--- src/rtl/fb_ram_arbiter.sv ---
`default_nettype none
// ============================================================================
// Module      : fb_ram_arbiter
// Description : Round-robin writer/reader front end and frame-clear sequencer
//               for a single-port, 1-cycle-latency frame-buffer RAM.
// Revision    : 1.0 - initial release
// ============================================================================

module fb_ram_arbiter #(
  parameter int V = 8,
  parameter int S = 76800,
  parameter int A = 20,
  parameter logic [V-1:0] CLEAR_VAL = '0
) (
  input  logic         clk_i,
  input  logic         rst_i,
  input  logic         wr_req_i,
  input  logic [A-1:0] wr_addr_i,
  input  logic [V-1:0] wr_data_i,
  output logic         wr_gnt_o,
  input  logic         rd_req_i,
  input  logic [A-1:0] rd_addr_i,
  output logic         rd_gnt_o,
  output logic         rd_valid_o,
  output logic [V-1:0] rd_data_o,
  input  logic         clear_i,
  output logic         busy_o,
  output logic         done_o,
  output logic         addr_err_o,
  output logic         ram_we_o,
  output logic [A-1:0] ram_addr_o,
  output logic [V-1:0] ram_data_o,
  input  logic [V-1:0] ram_data_i
);

  typedef enum logic [1:0] {
    ST_IDLE  = 2'd0,
    ST_CLEAR = 2'd1,
    ST_DONE  = 2'd2
  } state_t;

  localparam logic [A-1:0] c_size      = A'(S);
  localparam logic [A-1:0] c_last_addr = A'(S - 1);

  state_t       r_state;
  logic [A-1:0] r_cnt;
  logic         r_ptr_rd;
  logic         r_busy;
  logic         r_done;
  logic         r_rd_valid;
  logic         r_rd_oor;
  logic [A-1:0] r_addr_hold;

  logic w_arb_en;
  logic w_wr_gnt;
  logic w_rd_gnt;
  logic w_wr_oor;
  logic w_rd_oor;

  // Arbitration only runs in IDLE; a clear request or reset wins the cycle.
  assign w_arb_en = (r_state == ST_IDLE) && !rst_i && !clear_i;
  assign w_wr_gnt = w_arb_en && wr_req_i && (!rd_req_i || !r_ptr_rd);
  assign w_rd_gnt = w_arb_en && rd_req_i && (!wr_req_i || r_ptr_rd);
  assign w_wr_oor = (wr_addr_i >= c_size);
  assign w_rd_oor = (rd_addr_i >= c_size);

  assign wr_gnt_o   = w_wr_gnt;
  assign rd_gnt_o   = w_rd_gnt;
  assign addr_err_o = (w_wr_gnt && w_wr_oor) || (w_rd_gnt && w_rd_oor);
  assign busy_o     = r_busy;
  assign done_o     = r_done;
  assign rd_valid_o = r_rd_valid;
  // RAM output is already registered; out-of-range reads return zero.
  assign rd_data_o  = (r_rd_valid && !r_rd_oor) ? ram_data_i : '0;

  always_comb begin
    ram_we_o   = 1'b0;
    ram_addr_o = r_addr_hold;
    ram_data_o = wr_data_i;
    if ((r_state == ST_CLEAR) && !rst_i) begin
      ram_we_o   = 1'b1;
      ram_addr_o = r_cnt;
      ram_data_o = CLEAR_VAL;
    end else if (w_wr_gnt) begin
      ram_we_o   = !w_wr_oor;
      ram_addr_o = wr_addr_i;
    end else if (w_rd_gnt) begin
      ram_addr_o = rd_addr_i;
    end
  end

  always_ff @(posedge clk_i) begin
    if (rst_i) begin
      r_state     <= ST_IDLE;
      r_cnt       <= '0;
      r_ptr_rd    <= 1'b0;
      r_busy      <= 1'b0;
      r_done      <= 1'b0;
      r_rd_valid  <= 1'b0;
      r_rd_oor    <= 1'b0;
      r_addr_hold <= '0;
    end else begin
      r_addr_hold <= ram_addr_o;
      r_rd_valid  <= w_rd_gnt;
      r_rd_oor    <= w_rd_gnt && w_rd_oor;
      if (w_wr_gnt) begin
        r_ptr_rd <= 1'b1;
      end else if (w_rd_gnt) begin
        r_ptr_rd <= 1'b0;
      end
      case (r_state)
        ST_IDLE: begin
          r_done <= 1'b0;
          if (clear_i) begin
            r_state <= ST_CLEAR;
            r_cnt   <= '0;
            r_busy  <= 1'b1;
          end
        end
        ST_CLEAR: begin
          if (r_cnt == c_last_addr) begin
            r_state <= ST_DONE;
            r_done  <= 1'b1;
          end else begin
            r_cnt <= r_cnt + 1'b1;
          end
        end
        ST_DONE: begin
          r_state <= ST_IDLE;
          r_cnt   <= '0;
          r_busy  <= 1'b0;
          r_done  <= 1'b0;
        end
        default: begin
          r_state <= ST_IDLE;
          r_busy  <= 1'b0;
          r_done  <= 1'b0;
        end
      endcase
    end
  end

endmodule

`default_nettype wire

--- config.mk ---
export PLATFORM = sky130hd
export DESIGN_NAME = fb_ram_arbiter
export DESIGN_NICKNAME = d
export VERILOG_FILES = /design/src/rtl/fb_ram_arbiter.sv
export SDC_FILE = /design/constraint.sdc
export NUM_CORES = 1
export LEC_CHECK = 0
export BUFFER_PORTS_ARGS = -buffer_cell sky130_fd_sc_hd__buf_4
export CAP_MARGIN = 20
export CORE_MARGIN = 2
export CORE_UTILIZATION = 40
export CTS_CLUSTER_DIAMETER = 50
export DETAILED_ROUTE_END_ITERATION = 8
export HOLD_SLACK_MARGIN = 0.1
export PLACE_DENSITY = 0.65
export SYNTH_ARGS = -nofsm -noshare
export SYNTH_HDL_FRONTEND = slang
export SYNTH_SLANG_ARGS = --single-unit
--- constraint.sdc ---
create_clock -name clk_i -period 4.2 [get_ports clk_i]
set_input_delay 0.42 -clock clk_i [delete_from_list [all_inputs] [get_ports clk_i]]
set_output_delay 0.42 -clock clk_i [all_outputs]
set_load 0.01 [all_outputs]
# Word-level counts from Yosys, hierarchy flattened
# Index checks and enable logic that the tools add are counted.
# W data, S select, Z words.
# classes
n_addsub	1
order_cmp	2
eq_ne	6
muxes	17
bitwise	1
reduce_logical	27
# op_table
cell	n
$mux W20	5
$pmux W20 S3	1
$ge A20 B17 Y1 const B	2
$add A20 B1 Y20 const B	1
$eq A20 B17 Y1 const B	1
$mux W8	2
$logic_and A1 B1 Y1	10
$logic_not A1 Y1	7
$mux W1	5
$mux W2	2
$ne A2 B2 Y1 const B	2
$pmux W2 S2	1
$reduce_and A2 Y1	2
$logic_or A1 B1 Y1	3
$reduce_and A3 Y1	1
$reduce_bool A3 Y1	1
$eq A2 B1 Y1 const B	1
$eq A2 B2 Y1 const B	1
$logic_not A2 Y1	1
$ne A2 B1 Y1 const B	1
$pmux W1 S2	1
$reduce_bool A2 Y1	1
$reduce_or A2 Y1	1
$not A1 Y1	1
# totals
regBits	47
input_bits	61
output_inout_bits	43

# Depth between registers and ports, before layout
# Gate-level depths: netlist of the first run.
# logic_depth
ltp_word	8
depth_mapped	9
mapped_depth_nobuf	6

# Worst setup path before layout of the first run
# OpenSTA, ideal clock, no wires.
# synth_path
path_type	register to output
startpoint	register r_state[0]
endpoint	output ram_addr_o[12]
arrival_ns	1.725
path_slack_ns	2.055
stages_incl_launch_ff	10
cell_sequence	dfxtp_1 buf_4 or4_1 buf_2 buf_6 buf_6 nand2_1 o2111ai_1 a21oi_1 nor2_1
# synth_between
elab_chain_cells	8
word_cells_on_any_way	12
classes_between	eq/ne: 1; mux: 3; reduce/logical: 8
# synth_rtl
item	line_no	text
start, declared	45	state_t r_state;
start signal, assigned	94	r_state <= ST_IDLE;
start signal, assigned	115	r_state <= ST_CLEAR;
start signal, assigned	122	r_state <= ST_DONE;
$logic_not A2 Y1	61	assign w_arb_en = (r_state == ST_IDLE) && !rst_i && !clear_i;
$logic_and A1 B1 Y1 (2 in series)	61	
$logic_and A1 B1 Y1 (2 in series)	63	assign w_rd_gnt = w_arb_en && rd_req_i && (!wr_req_i || r_ptr_rd);
$mux W20	87	end else if (w_rd_gnt) begin
$mux W20	84	end else if (w_wr_gnt) begin
$mux W20 (*)	80	if ((r_state == ST_CLEAR) && !rst_i) begin
end, declared	31	output logic [A-1:0] ram_addr_o,
# Mark *: on every way between the ends. The rest lies on a longest branch, timed or not.

# Worst setup path after layout of the first run
# layout_path
startpoint	register r_state[1]
endpoint	output ram_addr_o[0]
# The elaborated chain is that of the path after synthesis.

==> results of run 1 <==
## worst max path at each step
stage / startpoint / end
CTS: r_state[1] / ram_addr_o[1]
detailed placement: rst_i / ram_addr_o[3]
floorplan: r_state[0] / ram_addr_o[12]
global route: r_state[1] / ram_addr_o[1]
finish: r_state[1] / ram_addr_o[0]
global placement: rst_i / ram_addr_o[2]
## registers in the layout (all words and copies together) (netlist names)
register     cells
r_cnt           20
done_o           1
r_state          2
r_addr_hold     20
busy_o           1
r_rd_oor         1
rd_valid_o       1
r_ptr_rd         1
## per-layer routing
layer | up-vias | part of all wire
li1 | 1735 | -
met2 | 113 | 0.47
met1 | 1639 | 0.45
met3 | 10 | 0.073
met4 | 0 | 0.011
met5 | - | 0
## layout by cell type (no fill, tap or decap), drive strengths merged, types with 13 or more instances in the layout
| master | instances |
|---|---|
| buf | 108 |
| dfxtp | 47 |
| nor2 | 46 |
| a21oi | 38 |
| and2 | 32 |
| nand3 | 25 |
| a31oi | 22 |
| nand2 | 19 |
| nor2b | 17 |
| and3b | 13 |
| a311oi | 13 |
| o22a | 13 |
## kinds of logic after synthesis
logic type,after synthesis,synth area share
AND/OR/NAND/NOR,203,0.347
AO/OA/AOI/OAI,131,0.295
flip-flops,47,0.286
buffers and inverters,40,0.0608
XOR/XNOR,3,0.00798
adder cells (fa/ha/maj),1,0.00380
## final cells by class
type                            count  area [um2]
Fill cell                         794        3950
Timing Repair Buffer              108         815
Clock inverter                      2        12.5
Inverter                            5        18.8
Sequential cell                    47         941
Multi-Input combinational cell    338        2150
Tap cell                          105         131
Clock buffer                        6        72.6
## critical path, stage by stage, from the launching register on
cell      delay, ps
dfxtp_1         420
or4_1          1010
a311oi_1        500
o22a_1          190
a21oi_1          70
buf_4           160
## through the flow
stage          power, mW  worst slack [ps]  hold WS (ps)
6_report            1.10              1120           398
2_1_floorplan      0.691              2060           471
3_3_place_gp       0.830              1240           459
3_5_place_dp       0.835              1210           471
4_1_cts             1.11              1050           384
5_1_grt             1.16               921           397
## power by group through the flow
stage	Sequential (mW)	Clock [mW]	Combinational, mW
after floorplan	0.487	0	0.203
after global placement	0.491	0	0.339
after detailed placement	0.492	0	0.343
after CTS	0.481	0.284	0.344
after global routing	0.484	0.305	0.376
final	0.481	0.275	0.345
==> flow_metrics.tcl, run 1 <==
set metrics [dict create \
    outcome "completed" \
    die_h_um 94.7 \
    hp-start "rst_i" \
    overflow 0 \
    antenna_found_initial 0 \
    cts-root-buf "clkbuf_8" \
    utilization 0.512 \
    synth_common_cells "dfxtp_1 (47), nor2_1 (46), and2_1 (32)" \
    yosys-top-cells-area "dfxtp_1 (29%), and2_1 (6.1%), nor2_1 (5.2%), a31oi_1 (4.2%), a21oi_1 (3.8%)" \
    crit-reg2reg-capture "r_addr_hold[19]" \
    hold_class "in2reg" \
    yosysWarnings 0 \
    vias_per_cell 5.72 \
    synth_edf_count 0 \
    fp.dieW_um 94.7 \
    p_int_uw 756 \
    cts_resized 0 \
    period_share 0.734 \
    seqPwrFrac 0.437 \
    clkPwrFrac 0.250 \
    vias 3497 \
    setup_tns_ps 0 \
    path_class "reg2out" \
    fmax_ghz 0.324 \
    die_area_um2 8970 \
    cp_max_fo 23 \
    crit_arrival_ps 2660 \
    ys.flop_type "dfxtp_1" \
    rrSetupSlack_ps 1740 \
    cts_tree "yes" \
    p_sw_frac 0.313 \
    htree_levels 2 \
    required_ps 3780 \
    grt_util_met1 0.311 \
    final_cells 611 \
    clock_sinks 47 \
    wl_per_cell_um 16.7 \
    gp_congestion 0.824 \
    core_area_um2 8090 \
    ios 104 \
    row_count 33 \
    r2r_cells 5 \
    ir_drop_mv 0.105 \
    p_per_area_nw_per_um2 266 \
    leakagePower_nw 1.67 \
    finalSetupViolCount 0 \
    max-slew-margin-rel 0.344 \
    grt_max_degree 63 \
    ctsLongestPathBuffers 2 \
    drv_slew 0 \
    maxCapViolations 0 \
    syn_avg_cell_area_um2 7.75 \
    synth_cells 425 \
    rsz0062_at_grt "no" \
    ant_nets 0 \
    cts_setup_buffers 0 \
    comb_power_share 0.313 \
    post-dp-hpwl_mm 7.42 \
    ys_seq_elements 47 \
    skew_ps 12.4 \
    fin_nets 567 \
    timing.rr.start "r_state[1]" \
    drc 0 \
    cts-buffers-inserted 5 \
    grt_util_met3 0.0391 \
    critPathLaunchType "flop" \
    syn-cell-area_um2 3290 \
    first_pass_iters 4 \
    start_util 0.407 \
    min_period_ps 3080 \
    synth.top_cell.area_share 0.286 \
    p_switching_uw 345 \
    cts.clk_slew.worst_paths_ps 90 \
    yosysMostFrequentCell "dfxtp_1" \
    setup.worst_path.end_class "primary output" \
    yosysUniqueCellTypes 53 \
    num_antenna_cells 0 \
    ctsHoldBuffers 0 \
    clock_latency_ps 300 \
    hold_viol_final 0 \
    drt_iter0_markers 187 \
    async_flop_share 0 \
    io_buffers 103 \
    worstMarginPinSlew_ps 984 \
    postLayoutCellArea_um2 4140 \
    place_area_um2 4050 \
    use_met2 0.359 \
    drive_above_1_share 0.285 \
    syn-num-nets 487 \
    hold_depth 2 \
    grt_pass1_wl_mm 15.8 \
    busiest_layer "met2" \
    grt_util_all_layers 0.224 \
    dp_cells 602 \
    synth_top_cell_by_area "dfxtp_1" \
    grt_pass1_vias 3193 \
    synthToLayoutAreaGrowth_pct 25.8 \
    holdPathEnd "r_cnt[1]" \
    routed_wl_mm 10.2 \
    ys_seq_area_frac 0.286 \
]
(Power assumes the default switching activity.)
==> inputs of run 2 (changes only) <==
- clock period: 4.2 -> 3.2 ns (I/O delays scaled with it)
==> run 2 against run 1 <==
Compared with the run above: final area grew 1.4%; first-iteration DRC count shrank 13%; critical path depth grew 1; sequential share of layout area shrank 0.32 points; clock skew shrank 8.5 ps; setup slack lost 580 ps; via count grew 2.8%; hold slack lost 94 ps; critical endpoint is now ram_addr_o[10]; largest power group unchanged; highest routed layer unchanged.
==> flow_metrics.tcl, run 2 (synthesis gave the netlist of run 1 again) <==
set metrics [dict create \
    ant_nets 0 \
    ios 104 \
    setup.worst_path.end_class "primary output" \
    worstMarginPinSlew_ps 663 \
    hold_viol_final 0 \
    r2r_cells 5 \
    cts-buffers-inserted 5 \
    reg_top3 "r_addr_hold: 20 flops, r_cnt: 20 flops, r_state: 2 flops" \
    row_count 33 \
    crit_chain "nor4_4 -> buf_4 -> a31oi_1 -> o22a_2 -> a21oi_2 -> buf_4" \
    fill_cells 794 \
    required_ps 2880 \
    gp_congestion 0.846 \
    start_util 0.407 \
    clock_sinks 47 \
    setup_tns_ps 0 \
    die_area_um2 8970 \
    min_period_ps 2660 \
    rrSetupSlack_ps 1050 \
    cp_max_fo 25 \
    period_share 0.831 \
    cts_tree "yes" \
    die_h_um 94.7 \
    num_antenna_cells 0 \
    register_area_um2 941 \
    maxCapViolations 0 \
    grt_max_degree 62 \
    critPathLaunchType "flop" \
    drc 0 \
    io_buffers 103 \
    antenna_found_initial 0 \
    skew_ps 3.91 \
    first_pass_iters 4 \
    fp.dieW_um 94.7 \
    cp_slowest_stage_delay_ps 580 \
    overflow 0 \
    vias 3594 \
    grt_util_all_layers 0.227 \
    clock_latency_ps 300 \
    cts_setup_buffers 0 \
    outcome "completed" \
    multi_input_area_um2 2150 \
    timing.rr.start "r_cnt[4]" \
    path_class "reg2out" \
    finalSetupViolCount 0 \
    htree_levels 2 \
    max-slew-margin-rel 0.555 \
    drive_above_1_share 0.292 \
    layout_commonest_cell "buf_4" \
    cp_common_cell "buf_4" \
    fmax_ghz 0.376 \
    drv_slew 0 \
    crit-reg2reg-capture "r_cnt[19]" \
    grt_pass1_wl_mm 16.3 \
    crit_end "ram_addr_o[10]" \
    leakagePower_nw 1.70 \
    cts.clk_slew.worst_paths_ps 90 \
    fin_nets 571 \
    core_area_um2 8090 \
    ir_drop_mv 0.187 \
    crit_start "r_state[1]" \
    ctsHoldBuffers 0 \
    crit_arrival_ps 2340 \
    mostFrequentLayoutCells "buf_4 (112), dfxtp_1 (47), nor2_1 (46)" \
    p_per_area_nw_per_um2 371 \
    hold_ws_ps 304 \
    hold_class "in2reg" \
    grt_pass1_vias 3296 \
    drt_iter0_markers 162 \
    routed_wl_mm 10.5 \
    cp_slowest_cell "nor4_4" \
    cts-root-buf "clkbuf_8" \
    cts_resized 0 \
    synthToLayoutAreaGrowth_pct 27.6 \
    post-dp-hpwl_mm 7.70 \
    ctsLongestPathBuffers 2 \
    vias_per_cell 5.84 \
    wl_per_cell_um 17.0 \
    rsz0062_at_grt "no" \
]
[run 2: cell types whose count changed in the layout (fill, tap and decap cells not counted), sizes merged]
cell	previous run	this run
clkinvlp	1	0
buf	108	112
bufinv	0	1
[run 2: metrics by stage]
stage	std cells	setup slack (ps)	area [um2]	total power, mW	utilization
after global placement	607	884	4080	1.10	0.505
after global routing	615	409	4200	1.63	0.519
final	615	540	4200	1.56	0.519
after CTS	615	555	4200	1.56	0.519
after floorplan	425	1160	3290	0.907	-
after detailed placement	607	854	4080	1.10	0.505
[run 2: layout make-up]
type / instances / area share
multi-input combinational: 338 / 0.512
sequential: 47 / 0.224
timing repair buffer: 112 / 0.200
tap: 105 / 0.0313
clock buffer: 6 / 0.0197
clock inverter: 2 / 0.00834
inverter: 5 / 0.00447
[run 2: worst min-delay path by stage]
stage / endpoint / startpoint / cells past startpoint
after detailed placement: done_o / done_o / 2
after global routing: r_cnt[1] / rst_i / 2
after global placement: done_o / done_o / 2
final: r_addr_hold[8] / rst_i / 2
after CTS: r_addr_hold[6] / rst_i / 2
after floorplan: r_cnt[19] / r_cnt[19] / 2
[run 2: routing by layer]
layer  routed length, um  vias up  track usage
met4                 143        0       0.0543
met1                4780     1693        0.321
met3                 741       12       0.0391
met5                   0        -            0
met2                4790      138        0.358
li1                    -     1751            -
[run 2: worst max-delay path, delay by kind of cell (launching register included)]
family | cells | cell delay (ps)
simple gates | 1 | 580
buf+inv | 2 | 510
compound gates | 3 | 530
flops | 1 | 410
[run 2: power by group]
| part | switching, mW | internal [mW] | total, mW |
|---|---|---|---|
| logic | 0.230 | 0.229 | 0.459 |
| registers | 0.0171 | 0.614 | 0.631 |
| clock network | 0.215 | 0.253 | 0.469 |
| total | 0.462 | 1.10 | 1.56 |
==> inputs of run 3 (changes only) <==
- clock period: 3.2 -> 2.5 ns (I/O delays scaled with it)
==> run 3 against run 2 <==
Compared with the run above: global-route usage grew 0.20 points; power grew 23%; first-iteration DRC count grew 35%; core utilization grew 0.60 points; cell count grew 0.49%; hold slack lost 57 ps; clock skew grew 6.0 ps; final area grew 1.2%.
==> flow_metrics.tcl, run 3 (synthesis gave the netlist of run 1 again) <==
set metrics [dict create \
    max-slew-margin-rel 0.525 \
    gp_congestion 0.855 \
    cp_max_fo 23 \
    io_buffers 103 \
    worstMarginPinSlew_ps 710 \
    hold_class "in2reg" \
    grt_util_all_layers 0.229 \
    wl_per_cell_um 16.8 \
    die_area_um2 8970 \
    layout_commonest_cell "buf_4" \
    vias 3566 \
    antenna_found_initial 0 \
    drt_iter0_markers 218 \
    clock_latency_ps 300 \
    grt_pass1_vias 3166 \
    p_per_area_nw_per_um2 451 \
    cts-buffers-inserted 5 \
    critPathLaunchType "flop" \
    fill_cells 791 \
    period_share 0.958 \
    clock_sinks 47 \
    hold_viol_final 0 \
    rsz0062_at_grt "no" \
    vias_per_cell 5.77 \
    core_area_um2 8090 \
    ios 104 \
    skew_ps 9.90 \
    fmax_ghz 0.418 \
    post-dp-hpwl_mm 7.52 \
    fin_nets 574 \
    routed_wl_mm 10.4 \
    required_ps 2250 \
    synthToLayoutAreaGrowth_pct 29.1 \
    leakagePower_nw 1.72 \
    ctsLongestPathBuffers 2 \
    drive_above_1_share 0.304 \
    htree_levels 2 \
    min_period_ps 2390 \
    ir_drop_mv 0.302 \
    ant_nets 0 \
    outcome "completed" \
    grt_max_degree 62 \
    start_util 0.407 \
    crit_arrival_ps 2140 \
    drv_slew 0 \
    overflow 0 \
    mostFrequentLayoutCells "buf_4 (113), nor2_1 (46), dfxtp_1 (45)" \
    first_pass_iters 4 \
    fp.dieW_um 94.7 \
    row_count 33 \
    finalSetupViolCount 0 \
    cts.clk_slew.worst_paths_ps 90 \
    setup.worst_path.end_class "primary output" \
    utilization 0.525 \
    maxCapViolations 0 \
    path_class "reg2out" \
    drc 0 \
    grt_pass1_wl_mm 16.3 \
    num_antenna_cells 0 \
    cts_setup_buffers 0 \
    cts_tree "yes" \
    setup_tns_ps 0 \
    die_h_um 94.7 \
    cts-root-buf "clkbuf_8" \
    reg_top3 "r_addr_hold: 20 flops, r_cnt: 20 flops, r_state: 2 flops" \
]
## run 3: changes by cell type in the layout (fill, tap and decap cells not counted), moves of 2 or more
cell	delta
a311oi_1	-2
a311oi_2	+2
buf_12	+2
dfxtp_1	-2
dfxtp_2	+2
## run 3: power breakdown
group	internal [mW]	switching, mW	total [mW]
Combinational	0.302	0.300	0.602
Clock	0.253	0.255	0.508
Sequential	0.786	0.0217	0.808
## run 3: worst max-delay path, cell delays in order, from the launching register on
cell and delay [ps]:
dfxtp_2 380, or4_1 520, buf_4 250, a311oi_2 270, o22a_1 180, a21oi_1 80
buf_4 160
## run 3: stage by stage
stage / worst slack (ps) / cells / area [um2] / total power, mW / hold slack [ps]
detailed placement: 329 / 610 / 4130 / 1.42 / 468
finish: 106 / 618 / 4250 / 1.92 / 247
global placement: 351 / 610 / 4130 / 1.41 / 458
floorplan: 525 / 425 / 3290 / 1.16 / 408
global route: 4.10 / 618 / 4250 / 2.03 / 241
CTS: 52.9 / 618 / 4240 / 1.93 / 236
## run 3: final timing paths
| check | endpoint | slack [ps] | start | cells after the start |
|---|---|---|---|---|
| min reg2reg | done_o | 480 | done_o | 2 |
| max reg2reg | r_cnt[19] | 420 | r_cnt[4] | 5 |
| max | ram_addr_o[0] | 110 | r_state[1] | 6 |
| min | r_cnt[1] | 250 | rst_i | 2 |
## run 3: area by class of cell
type / count / area, um2 / area share
multi-input cells: 338 / 2170 / 0.510
flip-flops and latches: 47 / 943 / 0.222
repair buffers: 115 / 888 / 0.209
well taps: 105 / 131 / 0.0309
clock buffers: 8 / 100 / 0.0236
inverters: 5 / 18.8 / 0.00442
## run 3: per-layer routing
metal  up-vias  routed length (um)  GRT usage
met5         -                   0          0
met4         0                  73     0.0435
met3         6                 716     0.0335
met2       125                4620      0.352
met1      1681                4960      0.340
li1       1754                   -          -
## run 3: repair_timing
item,in CTS,in global routing
pin swaps,0,0
hold buffers,0,0
endpoints found under the setup margin,1,8
resized for setup,1,4
